## src/rtl/cordic_pkg.sv

```systemverilog
// Shared constants for the unified rotation/vectoring CORDIC pipeline.
// Angles are in hundredths of a degree.
package cordic_pkg;

   // 1/K for the micro-rotation gain, Q1.15
   localparam int GAIN_K    = 19898;
   localparam int ANGLE_90  = 9000;
   localparam int ANGLE_180 = 18000;

   localparam logic MODE_ROT = 1'b0;
   localparam logic MODE_VEC = 1'b1;

   // atan(2^-i) in hundredths of a degree
   function automatic int atan_lut(input int idx);
      case (idx)
         0:       return 4500;
         1:       return 2657;
         2:       return 1404;
         3:       return 713;
         4:       return 358;
         5:       return 179;
         6:       return 90;
         7:       return 45;
         8:       return 22;
         9:       return 11;
         10:      return 6;
         11:      return 3;
         12:      return 1;
         13:      return 1;
         default: return 0;
      endcase
   endfunction

endpackage

```

## src/rtl/cordic_stage.sv

```systemverilog
// One CORDIC micro-rotation stage with its valid bit and mode tag.
module cordic_stage
   import cordic_pkg::*;
#(
   parameter int DATA_W = 16,
   parameter int IDX    = 0
) (
   input  logic                     clk,
   input  logic                     rst,
   input  logic                     advance,
   input  logic                     src_valid,
   input  logic                     src_mode,
   input  logic signed [DATA_W+1:0] src_x,
   input  logic signed [DATA_W+1:0] src_y,
   input  logic signed [DATA_W:0]   src_z,
   output logic                     dst_valid,
   output logic                     dst_mode,
   output logic signed [DATA_W+1:0] dst_x,
   output logic signed [DATA_W+1:0] dst_y,
   output logic signed [DATA_W:0]   dst_z
);

   localparam int XW = DATA_W + 2;
   localparam int ZW = DATA_W + 1;
   localparam logic signed [ZW-1:0] ATAN_I = ZW'(atan_lut(IDX));

   logic                 neg;
   logic                 hold;
   logic signed [XW-1:0] x_sh, y_sh, x_nx, y_nx;
   logic signed [ZW-1:0] z_nx;

   // micro-rotation; a zero vector in vectoring mode is frozen so its angle stays 0
   always_comb begin
      x_sh = src_x >>> IDX;
      y_sh = src_y >>> IDX;
      hold = (src_mode == MODE_VEC) && (src_x == '0) && (src_y == '0);
      if (src_mode == MODE_VEC) neg = !src_y[XW-1];
      else                      neg = src_z[ZW-1];
      if (hold) begin
         x_nx = src_x;
         y_nx = src_y;
         z_nx = src_z;
      end else if (neg) begin
         x_nx = src_x + y_sh;
         y_nx = src_y - x_sh;
         z_nx = src_z + ATAN_I;
      end else begin
         x_nx = src_x - y_sh;
         y_nx = src_y + x_sh;
         z_nx = src_z - ATAN_I;
      end
   end

   // valid bit, cleared by reset, held on stall
   always_ff @(posedge clk) begin
      if (rst)          dst_valid <= 1'b0;
      else if (advance) dst_valid <= src_valid;
   end

   // data and mode tag, held on stall
   always_ff @(posedge clk) begin
      if (advance) begin
         dst_mode <= src_mode;
         dst_x    <= x_nx;
         dst_y    <= y_nx;
         dst_z    <= z_nx;
      end
   end

endmodule

```

## src/rtl/cordic_unified_pipe.sv

```systemverilog
// Unified rotation/vectoring CORDIC: pre-rotation stage, ITER micro-rotation
// stages, gain/saturation output stage. One global stall from out_ready.
module cordic_unified_pipe
   import cordic_pkg::*;
#(
   parameter int DATA_W    = 16,
   parameter int ITER      = 14,
   parameter int GAIN_COMP = 1
) (
   input  logic                     clk,
   input  logic                     rst,
   input  logic                     in_valid,
   output logic                     in_ready,
   input  logic                     mode_in,
   input  logic signed [DATA_W-1:0] x_in,
   input  logic signed [DATA_W-1:0] y_in,
   input  logic signed [DATA_W-1:0] angle_in,
   output logic                     out_valid,
   input  logic                     out_ready,
   output logic                     mode_out,
   output logic signed [DATA_W-1:0] x_out,
   output logic signed [DATA_W-1:0] y_out,
   output logic signed [DATA_W-1:0] angle_out
);

   localparam int XW = DATA_W + 2;
   localparam int ZW = DATA_W + 1;
   localparam int PW = XW + 16;
   localparam logic signed [ZW-1:0] Z90    = ZW'(ANGLE_90);
   localparam logic signed [ZW-1:0] Z180   = ZW'(ANGLE_180);
   localparam logic signed [XW-1:0] SAT_HI = XW'((2 ** (DATA_W - 1)) - 1);
   localparam logic signed [XW-1:0] SAT_LO = XW'(-(2 ** (DATA_W - 1)));

   logic                 advance;
   logic signed [XW-1:0] xe, ye, pre_x, pre_y;
   logic signed [ZW-1:0] ze, pre_z;

   logic                 s_valid [ITER+1];
   logic                 s_mode  [ITER+1];
   logic signed [XW-1:0] s_x     [ITER+1];
   logic signed [XW-1:0] s_y     [ITER+1];
   logic signed [ZW-1:0] s_z     [ITER+1];

   logic                 pre_valid_q, pre_mode_q;
   logic signed [XW-1:0] pre_x_q, pre_y_q;
   logic signed [ZW-1:0] pre_z_q;

   logic signed [PW-1:0] x_prod, y_prod;
   logic signed [XW-1:0] x_fin, y_fin;

   function automatic logic signed [DATA_W-1:0] sat(input logic signed [XW-1:0] v);
      if (v > SAT_HI) return DATA_W'(SAT_HI);
      if (v < SAT_LO) return DATA_W'(SAT_LO);
      return DATA_W'(v);
   endfunction

   assign advance  = !(out_valid && !out_ready);
   assign in_ready = advance || rst;

   // quadrant pre-rotation so the micro-rotations only cover +/-90 degrees
   always_comb begin
      xe    = XW'(x_in);
      ye    = XW'(y_in);
      ze    = ZW'(angle_in);
      pre_x = xe;
      pre_y = ye;
      pre_z = ze;
      if (mode_in == MODE_ROT) begin
         if (ze > Z180)       ze = Z180;
         else if (ze < -Z180) ze = -Z180;
         pre_z = ze;
         if (ze > Z90) begin
            pre_x = -ye;
            pre_y = xe;
            pre_z = ze - Z90;
         end else if (ze < -Z90) begin
            pre_x = ye;
            pre_y = -xe;
            pre_z = ze + Z90;
         end
      end else begin
         if (!xe[XW-1]) begin
            pre_z = '0;
         end else if (!ye[XW-1]) begin
            pre_x = ye;
            pre_y = -xe;
            pre_z = Z90;
         end else begin
            pre_x = -ye;
            pre_y = xe;
            pre_z = -Z90;
         end
      end
   end

   // pre-stage valid bit
   always_ff @(posedge clk) begin
      if (rst)          pre_valid_q <= 1'b0;
      else if (advance) pre_valid_q <= in_valid;
   end

   // pre-stage data registers
   always_ff @(posedge clk) begin
      if (advance) begin
         pre_mode_q <= mode_in;
         pre_x_q    <= pre_x;
         pre_y_q    <= pre_y;
         pre_z_q    <= pre_z;
      end
   end

   assign s_valid[0] = pre_valid_q;
   assign s_mode[0]  = pre_mode_q;
   assign s_x[0]     = pre_x_q;
   assign s_y[0]     = pre_y_q;
   assign s_z[0]     = pre_z_q;

   for (genvar i = 0; i < ITER; i++) begin : g_stage
      cordic_stage #(.DATA_W(DATA_W), .IDX(i)) u_stage (
         .clk       (clk),
         .rst       (rst),
         .advance   (advance),
         .src_valid (s_valid[i]),
         .src_mode  (s_mode[i]),
         .src_x     (s_x[i]),
         .src_y     (s_y[i]),
         .src_z     (s_z[i]),
         .dst_valid (s_valid[i+1]),
         .dst_mode  (s_mode[i+1]),
         .dst_x     (s_x[i+1]),
         .dst_y     (s_y[i+1]),
         .dst_z     (s_z[i+1])
      );
   end

   // optional 1/K gain compensation ahead of saturation
   always_comb begin
      x_prod = PW'(s_x[ITER]) * PW'(GAIN_K);
      y_prod = PW'(s_y[ITER]) * PW'(GAIN_K);
      if (GAIN_COMP != 0) begin
         x_fin = XW'(x_prod >>> 15);
         y_fin = XW'(y_prod >>> 15);
      end else begin
         x_fin = s_x[ITER];
         y_fin = s_y[ITER];
      end
   end

   // output register, the only data stage with a reset value
   always_ff @(posedge clk) begin
      if (rst) begin
         out_valid <= 1'b0;
         mode_out  <= 1'b0;
         x_out     <= '0;
         y_out     <= '0;
         angle_out <= '0;
      end else if (advance) begin
         out_valid <= s_valid[ITER];
         mode_out  <= s_mode[ITER];
         x_out     <= sat(x_fin);
         y_out     <= sat(y_fin);
         angle_out <= DATA_W'(s_z[ITER]);
      end
   end

endmodule

```

## config.mk

```make
export PLATFORM = sky130hd
export DESIGN_NAME = cordic_unified_pipe
export DESIGN_NICKNAME = d
export VERILOG_FILES = /design/src/rtl/cordic_pkg.sv /design/src/rtl/cordic_stage.sv /design/src/rtl/cordic_unified_pipe.sv
export SDC_FILE = /design/constraint.sdc
export NUM_CORES = 2
export LEC_CHECK = 0
export BUFFER_PORTS_ARGS = -buffer_cell sky130_fd_sc_hd__buf_4
export CAP_MARGIN = 10
export CORE_UTILIZATION = 55
export DETAILED_ROUTE_END_ITERATION = 8
export HOLD_SLACK_MARGIN = 0.06
export PLACE_DENSITY = 0.82
export SYNTH_ARGS = -nofsm -noshare
export SYNTH_HDL_FRONTEND = slang
export SYNTH_SLANG_ARGS = --single-unit
```

## constraint.sdc

```tcl
create_clock -name clk -period 34 [get_ports clk]
set_clock_uncertainty 0.05 [all_clocks]
set_input_delay 1.7 -clock clk [delete_from_list [all_inputs] [get_ports clk]]
set_output_delay 1.7 -clock clk [all_outputs]
set_load 0.01 [all_outputs]
```

# Word-level counts from Yosys, hierarchy flattened
# Index checks and enable logic that the tools add are counted.
# totals
latch_bits,0
memories,0
out_inout_bits,51
mem_bits_rw,0
ff_bits,874
word_cells,389
mem_bits_ro,0
# op_classes
multipliers,2
n_shift,0
n_eq_ne,0
muxes,138
div,0
bitwise,0
addsub,87
n_lt_le_gt_ge,8
reduce_logical,74
# op_table
op,count
$mux W18,66
$mux W17,34
$logic_not A18 Y1,28
$mux W16,10
$mul A18 B15 Y32 const B,2
$add A18 B10 Y18,2
$add A18 B11 Y18,2
$add A18 B12 Y18,2
$add A18 B13 Y18,2
$add A18 B14 Y18,2
$add A18 B15 Y18,2
$add A18 B16 Y18,2
$add A18 B17 Y18,2
$add A18 B5 Y18,2
$add A18 B6 Y18,2
$add A18 B7 Y18,2
$add A18 B8 Y18,2
$add A18 B9 Y18,2
$gt A18 B16 Y1 const B,2
$lt A18 B16 Y1 const B,2
$neg A16 Y18,2
$sub A18 B10 Y18,2
$sub A18 B11 Y18,2
$sub A18 B12 Y18,2
other kinds (50),131

# Depth between registers and ports, before layout
# logic_depth
ltp_word,10
ltp_mapped,26
depth_no_buf,23

# Hierarchy
# A second synthesis with hierarchy kept.
# unflattened
cells_unflattened,9913
area_unflattened_um2,88786.4
# by_module_without_submodules
mod,area_each_um2,cells_each,seq_area_each_um2,instances
cordic_unified_pipe,17356.6,1989,2642.5,1
cordic_stage (g_stage[0].u_stage),5471.5,627,1641.6,1
cordic_stage (g_stage[1].u_stage),5245.0,588,1641.6,1
cordic_stage (g_stage[7].u_stage),5222.5,583,1641.6,1
cordic_stage (g_stage[2].u_stage),5216.3,588,1641.6,1
cordic_stage (g_stage[6].u_stage),5175.0,567,1641.6,1
cordic_stage (g_stage[13].u_stage),5109.9,567,1641.6,1
cordic_stage (g_stage[4].u_stage),5068.6,561,1641.6,1
cordic_stage (g_stage[3].u_stage),5062.4,552,1641.6,1
cordic_stage (g_stage[10].u_stage),5039.8,580,1641.6,1
cordic_stage (g_stage[12].u_stage),5037.3,569,1641.6,1
cordic_stage (g_stage[11].u_stage),5027.3,548,1641.6,1
cordic_stage (g_stage[8].u_stage),4936.0,532,1641.6,1
cordic_stage (g_stage[5].u_stage),4916.0,521,1641.6,1
cordic_stage (g_stage[9].u_stage),4902.2,541,1641.6,1

# Worst setup path after synthesis
# No wires, ideal clock.
# synth_path
path_type,input-to-reg
from,input out_ready
to,"register g_stage[0].u_stage.dst_mode, enable pin"
arrival_ps,24067
cell_stages,4
setup_ps,1490
path_slack_ps,8394
path_cell_list,nor2b_1 > inv_1 > clkbuf_1 > clkbuf_1
# synth_via
elab_chain_len,2
# synth_rtl
item,line,source
from (decl),cordic_unified_pipe.sv:19,"input logic out_ready,"
$logic_not A1 Y1,cordic_unified_pipe.sv:57,assign advance = !(out_valid && !out_ready);
$logic_and A1 B1 Y1,cordic_unified_pipe.sv:57,
to (signal assigned),cordic_stage.sv:63,dst_mode <= src_mode;
to (decl),cordic_stage.sv:17,"output logic dst_mode,"
# Every way passes these cells.
# A chain may end at the register's enable or synchronous reset.

# Worst setup path in the final report
# layout_path
from,register g_stage[13].u_stage.dst_x[17]
to,register x_out[1]
# layout_via
elab_chain_len,8
# layout_rtl
item,line,source
from (decl),cordic_stage.sv:18,"output logic signed [DATA_W+1:0] dst_x,"
from (signal assigned),cordic_stage.sv:64,dst_x <= x_nx;
$mul A18 B15 Y32 (*),cordic_unified_pipe.sv:138,x_prod = PW'(s_x[ITER]) * PW'(GAIN_K);
$lt A18 B16 Y1,cordic_unified_pipe.sv:53,if (v < SAT_LO) return DATA_W'(SAT_LO);
$mux W1 (2 in series),cordic_unified_pipe.sv:53,
$mux W1,cordic_unified_pipe.sv:157,end else if (advance) begin
$mux W1,cordic_unified_pipe.sv:151,if (rst) begin
$mux W16,cordic_unified_pipe.sv:54,return DATA_W'(v);
$mux W16 (*),cordic_unified_pipe.sv:53,
to (signal assigned),cordic_unified_pipe.sv:160,x_out <= sat(x_fin);
to (decl),cordic_unified_pipe.sv:21,"output logic signed [DATA_W-1:0] x_out,"
# Mark *: on every way between the ends. The rest lies on a longest branch, timed or not. The select of a mux whose other input is x is not followed.

==> reports/metrics.cfg <==
[routing]
viasPerCell=6.04
route.layer.met1.wl_um=83900
post-route-drc-count=0
wl_um=209000
drt-initial-drc-count=5165
vias=68100
highest_layer=met4
dr.pass1.iters=6
dr_wl_met3_um=11400
wl_per_cell_um=18.5
met2_length_um=102000
ant_nets=0

[hold_path]
holdPathStages=0
hold_class=register to register

[clocking]
cts-resized-gates=0
clockRootBuffer=clkbuf_16
post_cts_buffers=0
cts_hold_buf=0
cts_made_buffers=101
clock_sinks=874
cts_tree=built
cts_max_level=3
cts_buffer_depth=3
clk-insertion-delay-late_ns=0.75
clk_pin_slew_worst_paths_ns=0.06

[worst_setup_path]
rr_worst_depth=20
arrival_ns=7.67
crit_family=adder cells
critPathKind=register to register
slowest_stage=o21ai_1
endpoint_kind=register
crit_chain=ha_1 > inv_1 > fa_1 > inv_1 > fa_1 > fa_1 > fa_1 > inv_1 > fa_1 > inv_1 > ha_1 > a21oi_1 > o22ai_1 > a211o_1 > o21ai_1 > a211oi_1 > o211a_1 > and2_1 > o21ai_1 > o221a_2
start_kind=register
crit_path_max_fanout=15
crit_cells=20
worstPathRequired_ns=34.62
rrSetupSlack_ns=26.95
slowest_delay_ns=0.86
crit_top_cell=fa_1
cp.buffers_inverters=4

[synth]
syn_nets=10500
synthXorXnorAreaFrac_pct=9.17
yosys.area_share.adder_pct=21.5
synth.distinct_cells=96
netlist_instances=9181
yosys_warnings=0
synth.area.mux_share_pct=0.959
synth_ff_type=edfxtp_1
synth_edf_count=809
synth_area_um2=82700
syn_area_per_cell_um2=9.01
synth_top_family_by_area=adder cells
ys_ff_latch=874
synth-simple-area-share_pct=16.2
synth_compound_area_share_pct=16.4
ys_seq_area_share_pct=30.9
async_flop_share_pct=0

[layout]
diodes=0
area_delta_synth_final_pct=7.42
seq_area_um2=25600
multi_input_area_um2=53200
drive_gt1_share_pct=4.73
nFillCells=12500
nets=10500

[floorplan]
row_count=141
dieHeight_um=390
start_util_pct=55.7
die_x_um=390
dieArea_um2=152000
io_pins=104
coreArea_um2=149000

[timing]
tightest_slew_ns=1.18
setup_viol=0
fin_ws_ns=26.95
slew_viol_final=0
post-route-min-period_ns=7.05
grt_setup_unrepaired=false
fmax_mhz=142
hold_viol=0
period_share_pct=20.7
setup_tns_ns=0
worst_hold_slack_ns=0.365
max_slew_margin_pct=20.8

[place]
place_congestion=0.963
dp_hpwl_um=164000
dp_slack_ns=27.08
numPortBuffers=103

[global_route]
antenna_found_initial=0
grt_pass1_vias=66900
grt_first_pass_wirelength_um=338000
grtUsageTotal_pct=27.1
grt-ovfl-total=0
grt_max_degree=182

[status]
outcome=complete, no violations

[run]
drv_cap=0

layout make-up:
class / count / share of cell area, %
well taps: 2002 / 2.82
clock buffers: 122 / 2.99
flip-flops and latches: 874 / 28.8
clock inverters: 67 / 0.739
repair buffers: 152 / 1.30
inverters: 811 / 3.43
multi-input cells: 7254 / 59.9
state kept, by name, summed over array words and instances (netlist names), 14 cells and up:
| name | flops |
|---|---|
| x_out | 16 |
| pre_x_q | 18 |
| g_stage.u_stage.dst_x | 252 |
| g_stage.u_stage.dst_y | 252 |
| pre_y_q | 18 |
| y_out | 16 |
| g_stage.u_stage.dst_mode | 14 |
| angle_out | 16 |
| pre_z_q | 17 |
| g_stage.u_stage.dst_valid | 14 |
| g_stage.u_stage.dst_z | 237 |
placed cells by master (no fill, tap or decap), types with 49 or more instances in the layout:
cell / n
ha_1: 976
mux2i_1: 49
a21o_1: 193
fa_1: 278
o31ai_1: 71
nor4_1: 79
a21oi_1: 721
edfxtp_1: 809
inv_1: 802
o211ai_1: 49
nand3_1: 204
and3_1: 94
nand2_1: 760
xor2_1: 368
nor3_1: 292
o21a_1: 57
clkbuf_16: 103
buf_4: 151
a211oi_1: 70
nor2b_1: 111
nand2b_1: 68
or3_1: 128
o21bai_1: 95
nor2_1: 929
dfxtp_1: 65
o21ai_0: 545
xnor2_1: 498
worst register-to-register path, stage by stage (launching register included):
cell,delay [ns]
edfxtp_1,0.61
ha_1,0.40
inv_1,0.05
fa_1,0.48
inv_1,0.06
fa_1,0.52
fa_1,0.45
fa_1,0.55
inv_1,0.05
fa_1,0.53
inv_1,0.04
ha_1,0.38
a21oi_1,0.20
o22ai_1,0.09
a211o_1,0.25
o21ai_1,0.36
a211oi_1,0.21
o211a_1,0.29
and2_1,0.16
o21ai_1,0.86
o221a_2,0.37
cell usage after synthesis, drive strengths merged, types with 39 or more instances:
library cell | count | area (um^2)
mux2i | 50 | 500
xor2 | 368 | 3220
ha | 976 | 12200
inv | 804 | 3020
o31ai | 71 | 533
clkbuf | 185 | 696
dfxtp | 65 | 1300
nand2b | 68 | 425
or3 | 128 | 801
edfxtp | 809 | 24300
o41ai | 47 | 427
o21ai | 561 | 2810
buf | 57 | 255
nand3 | 204 | 1020
o21a | 57 | 428
xnor2 | 498 | 4360
nand2 | 760 | 2850
nor2b | 113 | 707
nand4 | 39 | 244
nor3 | 305 | 1560
o211ai | 49 | 368
nor2 | 930 | 3490
and3 | 94 | 588
a31oi | 49 | 322
a21o | 193 | 1450
a21oi | 724 | 3630
a211oi | 70 | 526
fa | 278 | 5570
nor4 | 86 | 559
o21bai | 95 | 713
routing by layer:
metal / up-vias / global-route usage [%]
li1: 32800 / -
met1: 32400 / 32.2
met2: 2313 / 48.0
met3: 647 / 3.37
met4: 0 / 13.6
met5: - / 0
cell families after synthesis:
logic type	count (synthesis)
AND/OR/NAND/NOR	2883
AO/OA/AOI/OAI	2175
adder cells (fa/ha/maj)	1254
buffers and inverters	1053
flip-flops	874
XOR/XNOR	866
multiplexers	76
per-stage QoR:
| step | area, um^2 | utilization [%] | instances |
|---|---|---|---|
| 2_1_floorplan | 82700 | - | 9181 |
| 3_3_place_gp | 85600 | 57.6 | 11100 |
| 3_5_place_dp | 85600 | 57.6 | 11100 |
| 4_1_cts | 88900 | 59.8 | 11300 |
| 5_1_grt | 88900 | 59.8 | 11300 |
| 6_report | 88900 | 59.8 | 11300 |
final timing paths:
kind	from	end
worst max-delay path	g_stage[13].u_stage.dst_x[17]	x_out[1]
worst min-delay path	g_stage[9].u_stage.dst_z[0]	g_stage[10].u_stage.dst_z[0]
worst max register to register	g_stage[13].u_stage.dst_x[17]	x_out[1]
worst min register to register	g_stage[9].u_stage.dst_z[0]	g_stage[10].u_stage.dst_z[0]
Power is not shown: default switching activity piles up to over one toggle a cycle in this logic, so the estimate is an artifact.
